[config.mk]
export PLATFORM = sky130hd
export DESIGN_NAME = dmem_arbiter
export DESIGN_NICKNAME = d
export VERILOG_FILES = /design/src/rtl/dmem_arbiter.sv
export SDC_FILE = /design/constraint.sdc
export NUM_CORES = 1
export LEC_CHECK = 0
export BUFFER_PORTS_ARGS = -buffer_cell sky130_fd_sc_hd__buf_2
export CAP_MARGIN = 20
export CORE_MARGIN = 1
export CORE_UTILIZATION = 48
export CTS_CLUSTER_SIZE = 14
export DETAILED_ROUTE_END_ITERATION = 10
export PLACE_DENSITY = 0.82
export SYNTH_ARGS = -nofsm -noshare
export SYNTH_HDL_FRONTEND = slang
export SYNTH_SLANG_ARGS = --single-unit
[constraint.sdc]
create_clock -name clk -period 4.9 [get_ports clk]
set_input_delay 0.98 -clock clk [delete_from_list [all_inputs] [get_ports clk]]
set_output_delay 0.98 -clock clk [all_outputs]
set_load 0.005 [all_outputs]
[src/rtl/dmem_arbiter.sv]
// Two-port (cpu / debug) round-robin arbiter in front of a single-port data RAM.
// Each granted access walks IDLE -> ACCESS -> RESP and acks only the granted port.
module dmem_arbiter #(
    parameter int ADDR_W = 14,
    parameter int DATA_W = 32
) (
    input  logic              clk,
    input  logic              rst,
    input  logic              cpu_req,
    input  logic              cpu_we,
    input  logic [31:0]       cpu_addr,
    input  logic [DATA_W-1:0] cpu_wdata,
    output logic [DATA_W-1:0] cpu_rdata,
    output logic              cpu_ack,
    output logic              cpu_stall,
    input  logic              dbg_req,
    input  logic              dbg_we,
    input  logic [31:0]       dbg_addr,
    input  logic [DATA_W-1:0] dbg_wdata,
    output logic [DATA_W-1:0] dbg_rdata,
    output logic              dbg_ack,
    output logic              ram_en,
    output logic              ram_we,
    output logic [ADDR_W-1:0] ram_addr,
    output logic [DATA_W-1:0] ram_wdata,
    input  logic [DATA_W-1:0] ram_rdata
);

    typedef enum logic [1:0] {IDLE, ACCESS, RESP} state_t;
    typedef enum logic {GNT_CPU, GNT_DBG} grant_t;

    state_t            state, state_nx;
    grant_t            last_grant, grant, pick;
    logic              take;
    logic [DATA_W-1:0] cpu_rdata_q, dbg_rdata_q;
    logic              addr_unused;

    assign addr_unused = ^{cpu_addr[1:0], cpu_addr[31:ADDR_W+2],
                           dbg_addr[1:0], dbg_addr[31:ADDR_W+2]};

    always_comb begin
        state_nx = state;
        pick     = last_grant;
        take     = 1'b0;
        case (state)
            IDLE: begin
                if (cpu_req && dbg_req) begin
                    take = 1'b1;
                    pick = (last_grant == GNT_DBG) ? GNT_CPU : GNT_DBG;
                end else if (cpu_req) begin
                    take = 1'b1;
                    pick = GNT_CPU;
                end else if (dbg_req) begin
                    take = 1'b1;
                    pick = GNT_DBG;
                end
                if (take) state_nx = ACCESS;
            end
            ACCESS:  state_nx = RESP;
            RESP:    state_nx = IDLE;
            default: state_nx = IDLE;
        endcase
    end

    always_ff @(posedge clk or posedge rst) begin
        if (rst) begin
            state       <= IDLE;
            last_grant  <= GNT_DBG;
            grant       <= GNT_DBG;
            ram_en      <= 1'b0;
            ram_we      <= 1'b0;
            ram_addr    <= '0;
            ram_wdata   <= '0;
            cpu_ack     <= 1'b0;
            dbg_ack     <= 1'b0;
            cpu_rdata_q <= '0;
            dbg_rdata_q <= '0;
        end else begin
            state   <= state_nx;
            ram_en  <= 1'b0;
            cpu_ack <= 1'b0;
            dbg_ack <= 1'b0;
            if (take) begin
                grant      <= pick;
                last_grant <= pick;
                ram_en     <= 1'b1;
                if (pick == GNT_CPU) begin
                    ram_we    <= cpu_we;
                    ram_addr  <= cpu_addr[ADDR_W+1:2];
                    ram_wdata <= cpu_wdata;
                end else begin
                    ram_we    <= dbg_we;
                    ram_addr  <= dbg_addr[ADDR_W+1:2];
                    ram_wdata <= dbg_wdata;
                end
            end
            if (state == ACCESS) begin
                cpu_ack <= (grant == GNT_CPU);
                dbg_ack <= (grant == GNT_DBG);
            end
            // ram_we still holds the granted access's direction during RESP
            if (state == RESP && !ram_we) begin
                if (grant == GNT_CPU) cpu_rdata_q <= ram_rdata;
                else                  dbg_rdata_q <= ram_rdata;
            end
        end
    end

    // RAM data is only present during RESP, so the ack cycle forwards it
    // directly; the registered copy covers every later cycle.
    assign cpu_rdata = (cpu_ack && !ram_we) ? ram_rdata : cpu_rdata_q;
    assign dbg_rdata = (dbg_ack && !ram_we) ? ram_rdata : dbg_rdata_q;
    assign cpu_stall = cpu_req && !cpu_ack;

endmodule

# ---- Yosys cells after proc, flatten, opt, wreduce, memory -nomap -nowiden
# Index checks and enable logic that the tools add are counted.
dict set report classes {
  n_eq_ne 3
  muxes 20
  bitwise_logic 1
  n_reduce_logical 10
}
# operator count
set ops {}
lappend ops {{$mux W32} 3}
lappend ops {{$mux W1} 14}
lappend ops {{$mux W14} 1}
lappend ops {{$logic_and A1 B1 Y1} 5}
lappend ops {{$pmux W2 S2} 1}
lappend ops {{$reduce_and A2 Y1} 2}
lappend ops {{$eq A2 B1 Y1 const B} 1}
lappend ops {{$eq A2 B2 Y1 const B} 1}
lappend ops {{$logic_not A1 Y1} 2}
lappend ops {{$logic_not A2 Y1} 1}
lappend ops {{$mux W2} 1}
lappend ops {{$ne A2 B1 Y1 const B} 1}
lappend ops {{$not A1 Y1} 1}
dict set report totals {
  ff_bits 117
  in_bits 166
  out_inout_bits 115
  word_cells 44
}

# ---- Logic depth before layout (Yosys ltp)
# Gate-level depths: netlist of run 1.
dict set report logic_depth {
  word_depth 6
  mapped_depth 6
  mapped_depth_nobuf 3
}

# ---- Worst setup path before layout of run 1
# Ideal clock, no wire load.
dict set report synth_timing {
  kind {flip-flop to output port}
  from {register ram_we}
  to {output dbg_rdata[10]}
  arrival_ns 1.355
  required_time_ns 3.920
  path_slack_ns 2.565
  stages_incl_launch_ff 5
  n_path_buf 2
  path_cell_list {dfrtp_1 > nand2b_1 > clkbuf_1 > buf_2 > mux2_2}
}
dict set report synth_via {
  elab_chain_len 3
}
# item line
set synth_rtl {}
lappend synth_rtl {{from (decl)} 23} ;# output logic ram_we,
lappend synth_rtl {{from (signal assigned)} 88} ;# ram_we <= cpu_we;
lappend synth_rtl {{from (signal assigned)} 92} ;# ram_we <= dbg_we;
lappend synth_rtl {{$logic_not A1 Y1} 112} ;# assign dbg_rdata = (dbg_ack && !ram_we) ? ram_rdata : dbg_rdata_q;
lappend synth_rtl {{$logic_and A1 B1 Y1} 112}
lappend synth_rtl {{$mux W32} 112}
lappend synth_rtl {{to (decl)} 20} ;# output logic [DATA_W-1:0] dbg_rdata,
# No other way between the ends.

# ---- Final worst setup path of run 1
dict set report layout_timing {
  from {register ram_we}
  to {output dbg_rdata[16]}
}
# Same word-level chain as after synthesis.

==> flow_summary.toml, run 1 <==
[sta]
drv_slew = 0
worst_slack_ns = 1.67
finalHoldViolations = 0
fin_worst_skew_ns = 0.00801
finalSetupTns_ns = 0
post-route-min-period_ns = 3.23
max_freq_mhz = 310
fin_crit_sh_pct = 65.9
worst_pin_slew_ns = 1.04
max_slew_margin_pct = 30.9
rsz0062_at_grt = "false"
finalSetupViolations = 0

[critical_path]
worst_setup_path_end_kind = "output port"
crit_path_start_kind = "flip-flop"
path_class = "flip-flop to output port"
worst-endpoint-required_ns = 3.92
cp.arrival_ns = 2.25
crit_path_max_fanout = 28

[detailed_routing]
vias = 5275
first_iter_violations = 327
dr.pass1.iters = 5
finalWirelength_um = 16900
viasPerCell = 5.78
drc_errors = 0
avgRoutedWirePerCell_um = 18.5
drtAntennaViolNets = 0

[clocking]
cts_tree = "built"
post-cts-setup-buffer-count = 0
cts_resized = 0
cts_buffers = 17
cts.htree.levels = 4
cts_root_buf = "clkbuf_16"
cts.hold.buffers_added = 0
path_clk_slew_ns = 0.05
clk_latency_ns = 0.41
cts_sinks = 117
cts_buffer_depth = 2

[synth]
synth_fp_nets = 680
ys_ff_latch = 117
netlist.top_cell.by_area = "dfrtp_1"
syn_area_mm2 = 0.00616
seq_area_frac_synth_pct = 47.5
yosysWarnings = 0
synth_cell_types = 25
yosys-top-cells-area = "dfrtp_1 47%, mux2_2 21%, o211ai_1 9.1%"
synth_top_area_share_pct = 47.1
syn_area_per_cell_um2 = 12.0
synth_cells = 514

[layout]
area_delta_synth_final_pct = 31.5
finish.utilization_pct = 64.5
final_nets = 894
fill_cells = 972
final_cells = 913
drive_above_1_share_pct = 58.6
n_antenna_cell = 0

[place]
io_buffers = 244
dpl_worst_slack_ns = 1.90
place_congestion = 0.799
numPlacedInstances = 879
dp_hpwl_um = 10700

[power]
power_density_mw_per_mm2 = 686
max-vdd-ir-drop_mv = 0.291
leakage_nw = 3.63

[global_routing]
first_global_vias = 5274
grt_usage_pct = 25.9
grt_first_pass_wirelength_um = 26500
grt_max_degree = 87
grt_overflow = 0
antenna_found_initial = 0

[outcome]
status = "finished, final reports clean"

[run]
drv_cap = 0

[die]
dieArea_mm2 = 0.0133
num_rows = 41
ios = 281
die_x_um = 115
die_h_um = 115
start_util_pct = 49.0
core_mm2 = 0.0126

[min_path]
hold_class = "flip-flop to flip-flop"
per-stage QoR:
step | hold slack [ns] | total power [mW] | area [um2]
floorplan | 0.454 | 3.31 | 6160
global placement | 0.463 | 4.07 | 7410
detailed placement | 0.481 | 4.20 | 7410
CTS | 0.497 | 5.56 | 8060
global route | 0.516 | 5.94 | 8110
finish | 0.491 | 5.56 | 8110
synth_stat cells, drive strengths merged:
library cell	count
nand4bb	1
nor4b	2
buf	37
or2	1
clkbuf	25
and2	4
dfrtp	116
or4b	1
a21oi	47
o21ai	1
nor3b	2
o211ai	94
dfstp	1
inv	2
nor2b	3
mux2	128
nor2	1
nand2b	1
a31oi	47
per-layer routing:
| layer | GRT usage, % | routed length, um |
|---|---|---|
| met3 | 7.12 | 1260 |
| met1 | 30.6 | 6730 |
| met4 | 10.3 | 353 |
| met2 | 44.4 | 8500 |
| met5 | 0 | 0 |
state kept, by name (all words and copies together) (netlist names), named ones only:
signal       cells
ram_we           1
ram_en           1
cpu_rdata_q     32
ram_addr        14
dbg_rdata_q     32
ram_wdata       32
cpu_ack          1
state            2
dbg_ack          1
final cells by class:
class | instances | area, um2 | share of cell area, %
well taps | 172 | 215 | 2.65
clock inverters | 8 | 144 | 1.77
flip-flops and latches | 117 | 2930 | 36.1
inverters | 2 | 10.0 | 0.123
multi-input cells | 333 | 2960 | 36.5
repair buffers | 257 | 1350 | 16.7
clock buffers | 24 | 502 | 6.19
path summary, 6_finish.rpt:
check | startpoint | endpoint | slack (ns) | depth (start not counted)
min in group asynchronous | rst | cpu_rdata_q[17] | 0.58 | 2
max in group asynchronous | rst | cpu_rdata_q[30] | 3.21 | 4
worst max register to register | flip-flop | dbg_rdata_q[3] | 2.30 | 4
worst max-delay path | ram_we | dbg_rdata[16] | 1.67 | 4
worst min-delay path | cpu_rdata_q[11] | cpu_rdata_q[11] | 0.49 | 1
worst min register to register | cpu_rdata_q[11] | cpu_rdata_q[11] | 0.49 | 1
cells by family (layout without fill, tap and decap cells):
logic type | count (synthesis) | count (layout) | share of synthesized area [%]
buf+inv | 64 | 291 | 4.97
mux | 128 | 128 | 23.4
flops | 117 | 117 | 47.5
compound gates | 189 | 189 | 21.7
simple gates | 16 | 16 | 2.48
placed cells by master (no fill, tap or decap), types with 2 or more instances in the layout:
master     count
mux2_1        11
a21oi_1       47
clkbuf_8       5
buf_4         11
clkinv_2       3
o211ai_2      19
a31oi_1       47
and2_1         4
mux2_2       117
nor4b_4        2
o211ai_1      75
buf_2        244
nor2b_1        2
clkbuf_16     17
dfrtp_1      116
bufinv_16      4
clkbuf_1       2
where the power goes:
group,internal (mW),switching (mW)
clock network,0.917,0.424
registers,1.46,0.349
logic,1.23,1.18
total,3.60,1.96
critical path, cell delays in order (launching register included):
cell and delay [ns]:
dfrtp_1 0.55, nand2b_1 0.32, buf_4 0.43, mux2_2 0.40
buf_2 0.13
Note: power is estimated with default switching activity, not from simulation.
==> inputs of run 2 (changes only) <==
Settings changed: ABC_AREA set to 1, CORE_UTILIZATION 48 to 43, PLACE_DENSITY 0.82 to 0.77.
Clock period 4.9 ns to 2.72 ns, I/O delays scaled along.
==> flow_summary.toml, run 2 <==
[synth]
syn_area_per_cell_um2 = 7.43
synth_top_family_by_area = "simple AND/OR/NAND/NOR gates"
synth_fp_nets = 984
synth_compound_gate_area_share_pct = 10.8
synth-async-reset-ratio_pct = 100
synth_most_common_cell = "nand2_1"
synth_cells = 818
ys_ff_latch = 117
seq_area_frac_synth_pct = 48.2
synthSimpleGateAreaFrac_pct = 27.9
synth_cell_types = 20
yosys-top-cells-area = "dfrtp_1 48%, nand2_1 14%, nand3_1 11%"
synth-xor-area-share_pct = 0
yosysWarnings = 0
synth_common_cells = "230 x nand2_1, 132 x nand3_1, 131 x inv_1"
synth_adder_area_share_pct = 0
synth_top_area_share_pct = 47.8
synth-edff-count = 0
synthMuxAreaShare_pct = 0
ys.flop_type = "dfrtp_1"
syn_area_mm2 = 0.00608
netlist.top_cell.by_area = "dfrtp_1"

[critical_path]
cp_top_family = "buffers and inverters"
worst-endpoint-required_ns = 2.18
crit_path_max_fanout = 64
crit_slowest_cell = "buf_4"
worst_setup_path_end_kind = "output port"
max_stage_delay_ns = 0.45
cp.arrival_ns = 1.77
crit_buf_inv = 3
crit_path_start_kind = "flip-flop"
path_cells = "inv_1, nand2_2, buf_4, nand2_1, o21ai_0, buf_2"
path_class = "flip-flop to output port"

[sta]
fin_crit_sh_pct = 85.2
worst_pin_slew_ns = 0.616
hold_ws_ns = 0.330
worst_slack_ns = 0.403
max_freq_mhz = 432
finalSetupTns_ns = 0
post-route-min-period_ns = 2.32
drv_slew = 0
rsz0062_at_grt = "false"
finalHoldViolations = 0
finalSetupViolations = 0
max_slew_margin_pct = 58.9
fin_worst_skew_ns = 0.00875

[layout]
fill_cells = 1303
final_nets = 1206
final_common_cell = "buf_2"
drive_above_1_share_pct = 29.6
n_antenna_cell = 0
mostFrequentLayoutCells = "244 x buf_2, 228 x nand2_1, 131 x nand3_1"
area_delta_synth_final_pct = 32.2
finish.utilization_pct = 58.1
reg_top3 = "cpu_rdata_q x32, dbg_rdata_q x32, ram_wdata x32"

[clocking]
post-cts-setup-buffer-count = 0
clk_latency_ns = 0.40
cts.hold.buffers_added = 0
cts.htree.levels = 4
path_clk_slew_ns = 0.05
cts_resized = 0
cts_sinks = 117
cts_buffer_depth = 2
cts_root_buf = "clkbuf_16"
cts_buffers = 17
cts_tree = "built"

[power]
power_mw = 9.87
p_int_mw = 6.06
power_density_mw_per_mm2 = 1230
sw_frac_of_total_pct = 38.6
leakage_nw = 4.76
switching_power_mw = 3.80
max-vdd-ir-drop_mv = 0.592
combPwrFrac_pct = 44.5
clockPowerShare_pct = 24.2
seq_power_share_pct = 31.3

[detailed_routing]
vias = 5974
avgRoutedWirePerCell_um = 12.6
viasPerCell = 4.85
drtAntennaViolNets = 0
finalWirelength_um = 15600
dr.pass1.iters = 6
drc_errors = 0
first_iter_violations = 405

[global_routing]
first_global_vias = 5385
grt_overflow = 0
grt_usage_pct = 21.9
grt_max_degree = 118
grt_first_pass_wirelength_um = 25300
antenna_found_initial = 0

[outcome]
status = "finished, final reports clean"

[place]
dpl_worst_slack_ns = 0.624
dp_hpwl_um = 10300
io_buffers = 244
place_congestion = 0.754

[die]
ios = 281
die_h_um = 121
start_util_pct = 43.9
core_mm2 = 0.0138
dieArea_mm2 = 0.0146
num_rows = 43
die_x_um = 121

[run]
drv_cap = 0

[min_path]
hold_class = "input port to asynchronous set/reset pin"
==> run 2: cell count changes in the layout (fill, tap and decap cells not counted), moves of 47 or more <==
cell	change
a31oi_1	-47
inv_1	+130
mux2_2	-117
nand2_1	+228
nand3_1	+131
o211ai_1	-75
o21ai_0	+123
==> run 2: power by group through the flow <==
stage / clock [mW] / sequential [mW] / combinational, mW
floorplan: 0 / 3.07 / 2.84
detailed placement: 0 / 3.09 / 4.45
global route: 2.52 / 3.21 / 5.02
finish: 2.38 / 3.09 / 4.39
CTS: 2.44 / 3.09 / 4.44
global placement: 0 / 3.08 / 4.33
==> run 2: final cells by class <==
class | instances | area, um2 | share of cell area (%)
Timing Repair Buffer | 257 | 1370 | 17.0
Multi-Input combinational cell | 513 | 2370 | 29.5
Sequential cell | 117 | 2930 | 36.5
Inverter | 134 | 507 | 6.31
Clock buffer | 23 | 488 | 6.08
Clock inverter | 8 | 146 | 1.82
Tap cell | 180 | 225 | 2.80
==> run 2: cell families (layout without fill, tap and decap cells) <==
family / Yosys count / after routing
AOI/OAI and AO/OA: 130 / 130
DFF: 117 / 117
and+or+nand+nor: 383 / 383
buffers and inverters: 188 / 422
==> run 2: layer usage <==
| metal | wire [um] | global-route usage (%) | vias up |
|---|---|---|---|
| met1 | 6730 | 27.5 | 2696 |
| met3 | 1250 | 5.92 | 13 |
| li1 | - | - | 3013 |
| met5 | 0 | 0 | - |
| met4 | 148 | 7.95 | 0 |
| met2 | 7440 | 36.1 | 252 |
==> run 2: path summary, 6_finish.rpt <==
kind                          startpoint              end  slack [ns]  cells after the start
setup / recovery                  ram_we     cpu_rdata[0]        0.40                      6
hold / removal                       rst    ram_wdata[23]        0.33                      3
setup reg to reg               flip-flop     ram_wdata[9]        0.81                      7
hold reg to reg             ram_wdata[4]     ram_wdata[4]        0.47                      2
max in group asynchronous            rst           ram_we        1.94                      3
min in group clk           ram_rdata[31]  dbg_rdata_q[31]        0.44                      3
==> run 2: worst min-delay path, cell delays in order <==
cell        delay [ns]
buf_2             0.11
clkinvlp_4        0.07
buf_12            0.46
==> run 2: through the flow <==
stage                     std cells  cell area [um2]
after floorplan                 818             6080
after global placement         1200             7380
after detailed placement       1200             7380
after CTS                      1231             8010
after global routing           1232             8030
final                          1232             8030
==> inputs of run 3 (changes only) <==
Settings changed: CORE_UTILIZATION 43 to 39, HOLD_SLACK_MARGIN set to 0.03, PLACE_DENSITY 0.77 to 0.71.
==> flow_summary.toml, run 3 (same netlist as run 2, synthesis figures left out) <==
[detailed_routing]
routed.top_layer = "met4"
avgRoutedWirePerCell_um = 13.1
drc_errors = 0
drtAntennaViolNets = 0
vias = 5959
wl_met1_um = 7170
viasPerCell = 4.79
wl_met3_um = 1370
finalWirelength_um = 16200
met2_length_um = 7490
first_iter_violations = 292
dr.pass1.iters = 5

[global_routing]
grt_first_pass_wirelength_um = 27400
grt_max_degree = 65
grt_usage_pct = 21.4
antenna_found_initial = 0
grt_overflow = 0
first_global_vias = 5774

[critical_path]
worst-endpoint-required_ns = 2.18
rrSetupSlack_ns = 0.98
crit_path_start_kind = "flip-flop"
path_class = "flip-flop to output port"
worst_setup_path_end_kind = "output port"
cp.arrival_ns = 1.90
crit_path_max_fanout = 50

[clocking]
cts_buffers = 17
cts_tree = "built"
clk_latency_ns = 0.40
cts.htree.levels = 4
path_clk_slew_ns = 0.05
cts_root_buf = "clkbuf_16"
cts_buffer_depth = 2
cts_sinks = 117
cts.hold.buffers_added = 0

[power]
switching_power_mw = 3.85
combPwrFrac_pct = 45.7
power_mw = 9.78
leakage_nw = 4.76
clockPowerShare_pct = 22.5
power_density_mw_per_mm2 = 1220
seq_power_share_pct = 31.8
max-vdd-ir-drop_mv = 0.608
p_int_mw = 5.93
sw_frac_of_total_pct = 39.3

[sta]
rsz0062_at_grt = "false"
fin_crit_sh_pct = 89.8
max_freq_mhz = 409
fin_worst_skew_ns = 0.0106
worst_pin_slew_ns = 0.695
finalHoldViolations = 0
post-route-min-period_ns = 2.44
max_slew_margin_pct = 53.5
finalSetupViolations = 0
drv_slew = 0
hold_ws_ns = 0.281
finalSetupTns_ns = 0
worst_slack_ns = 0.277

[place]
numPlacedInstances = 1212
place_congestion = 0.775
dp_hpwl_um = 11200
io_buffers = 244
dpl_worst_slack_ns = 0.565
postPlaceCellArea_mm2 = 0.00745

[die]
die_h_um = 127
start_util_pct = 40.0
num_rows = 45
die_x_um = 127
core_mm2 = 0.0152
dieArea_mm2 = 0.0161
ios = 281

[run]
drv_cap = 0

[layout]
fill_cells = 1541
multi_input_area_mm2 = 0.00237
drive_above_1_share_pct = 29.7
fin_area_mm2 = 0.00804
register_area_mm2 = 0.00293
n_antenna_cell = 0
reg_top3 = "cpu_rdata_q x32, dbg_rdata_q x32, ram_wdata x32"
final_nets = 1209
area_delta_synth_final_pct = 32.3
mostFrequentLayoutCells = "244 x buf_2, 228 x nand2_1, 131 x nand3_1"
finish.utilization_pct = 52.9
final_cells = 1243
final_common_cell = "buf_2"

[min_path]
hold_class = "input port to asynchronous set/reset pin"

[outcome]
status = "finished, final reports clean"
==> run 3: cell count changes in the layout (fill, tap and decap cells not counted), sizes merged <==
| cell | before | now |
|---|---|---|
| clkinv | 3 | 6 |
| buf | 257 | 260 |
| clkbuf | 23 | 21 |
| bufinv | 4 | 3 |
==> run 3: final timing paths <==
| check | start | end | depth (start not counted) |
|---|---|---|---|
| setup / recovery | ram_we | dbg_rdata[2] | 5 |
| hold / removal | rst | dbg_ack | 2 |
| setup reg to reg | state[1] | ram_addr[7] | 7 |
| hold reg to reg | ram_addr[0] | ram_addr[0] | 2 |
| max in group asynchronous | rst | asynchronous set/reset pin | 3 |
| min in group clk | dbg_wdata[23] | ram_wdata[23] | 5 |
==> run 3: routing by layer <==
metal / global-route usage, % / vias up
li1: - / 3013
met5: 0 / -
met2: 35.2 / 229
met1: 26.6 / 2703
met4: 6.30 / 0
met3: 7.21 / 14
==> run 3: layout make-up <==
class,count,share of cell area [%]
flip-flops and latches,117,36.4
well taps,188,2.93
clock buffers,21,5.60
clock inverters,10,1.63
repair buffers,260,17.6
multi-input cells,513,29.5
inverters,134,6.30
==> run 3: timing repair <==
action,4_1_cts,5_1_grt
setup endpoints to repair,0,1
gates resized for setup,0,1
setup buffers,0,0
==> run 3: power groups by stage <==
stage | Clock, mW | Sequential, mW | Combinational, mW
2_1_floorplan | 0 | 3.07 | 2.84
3_3_place_gp | 0 | 3.09 | 4.44
3_5_place_dp | 0 | 3.10 | 4.55
4_1_cts | 2.26 | 3.10 | 4.54
5_1_grt | 2.33 | 3.22 | 5.14
6_report | 2.20 | 3.11 | 4.47
==> run 3: critical path, cell delays in order (launching register included) <==
cell and delay, ns:
dfrtp_1 0.40, inv_1 0.21, nand2_2 0.23, buf_12 0.24, o21ai_0 0.23, buf_2 0.16
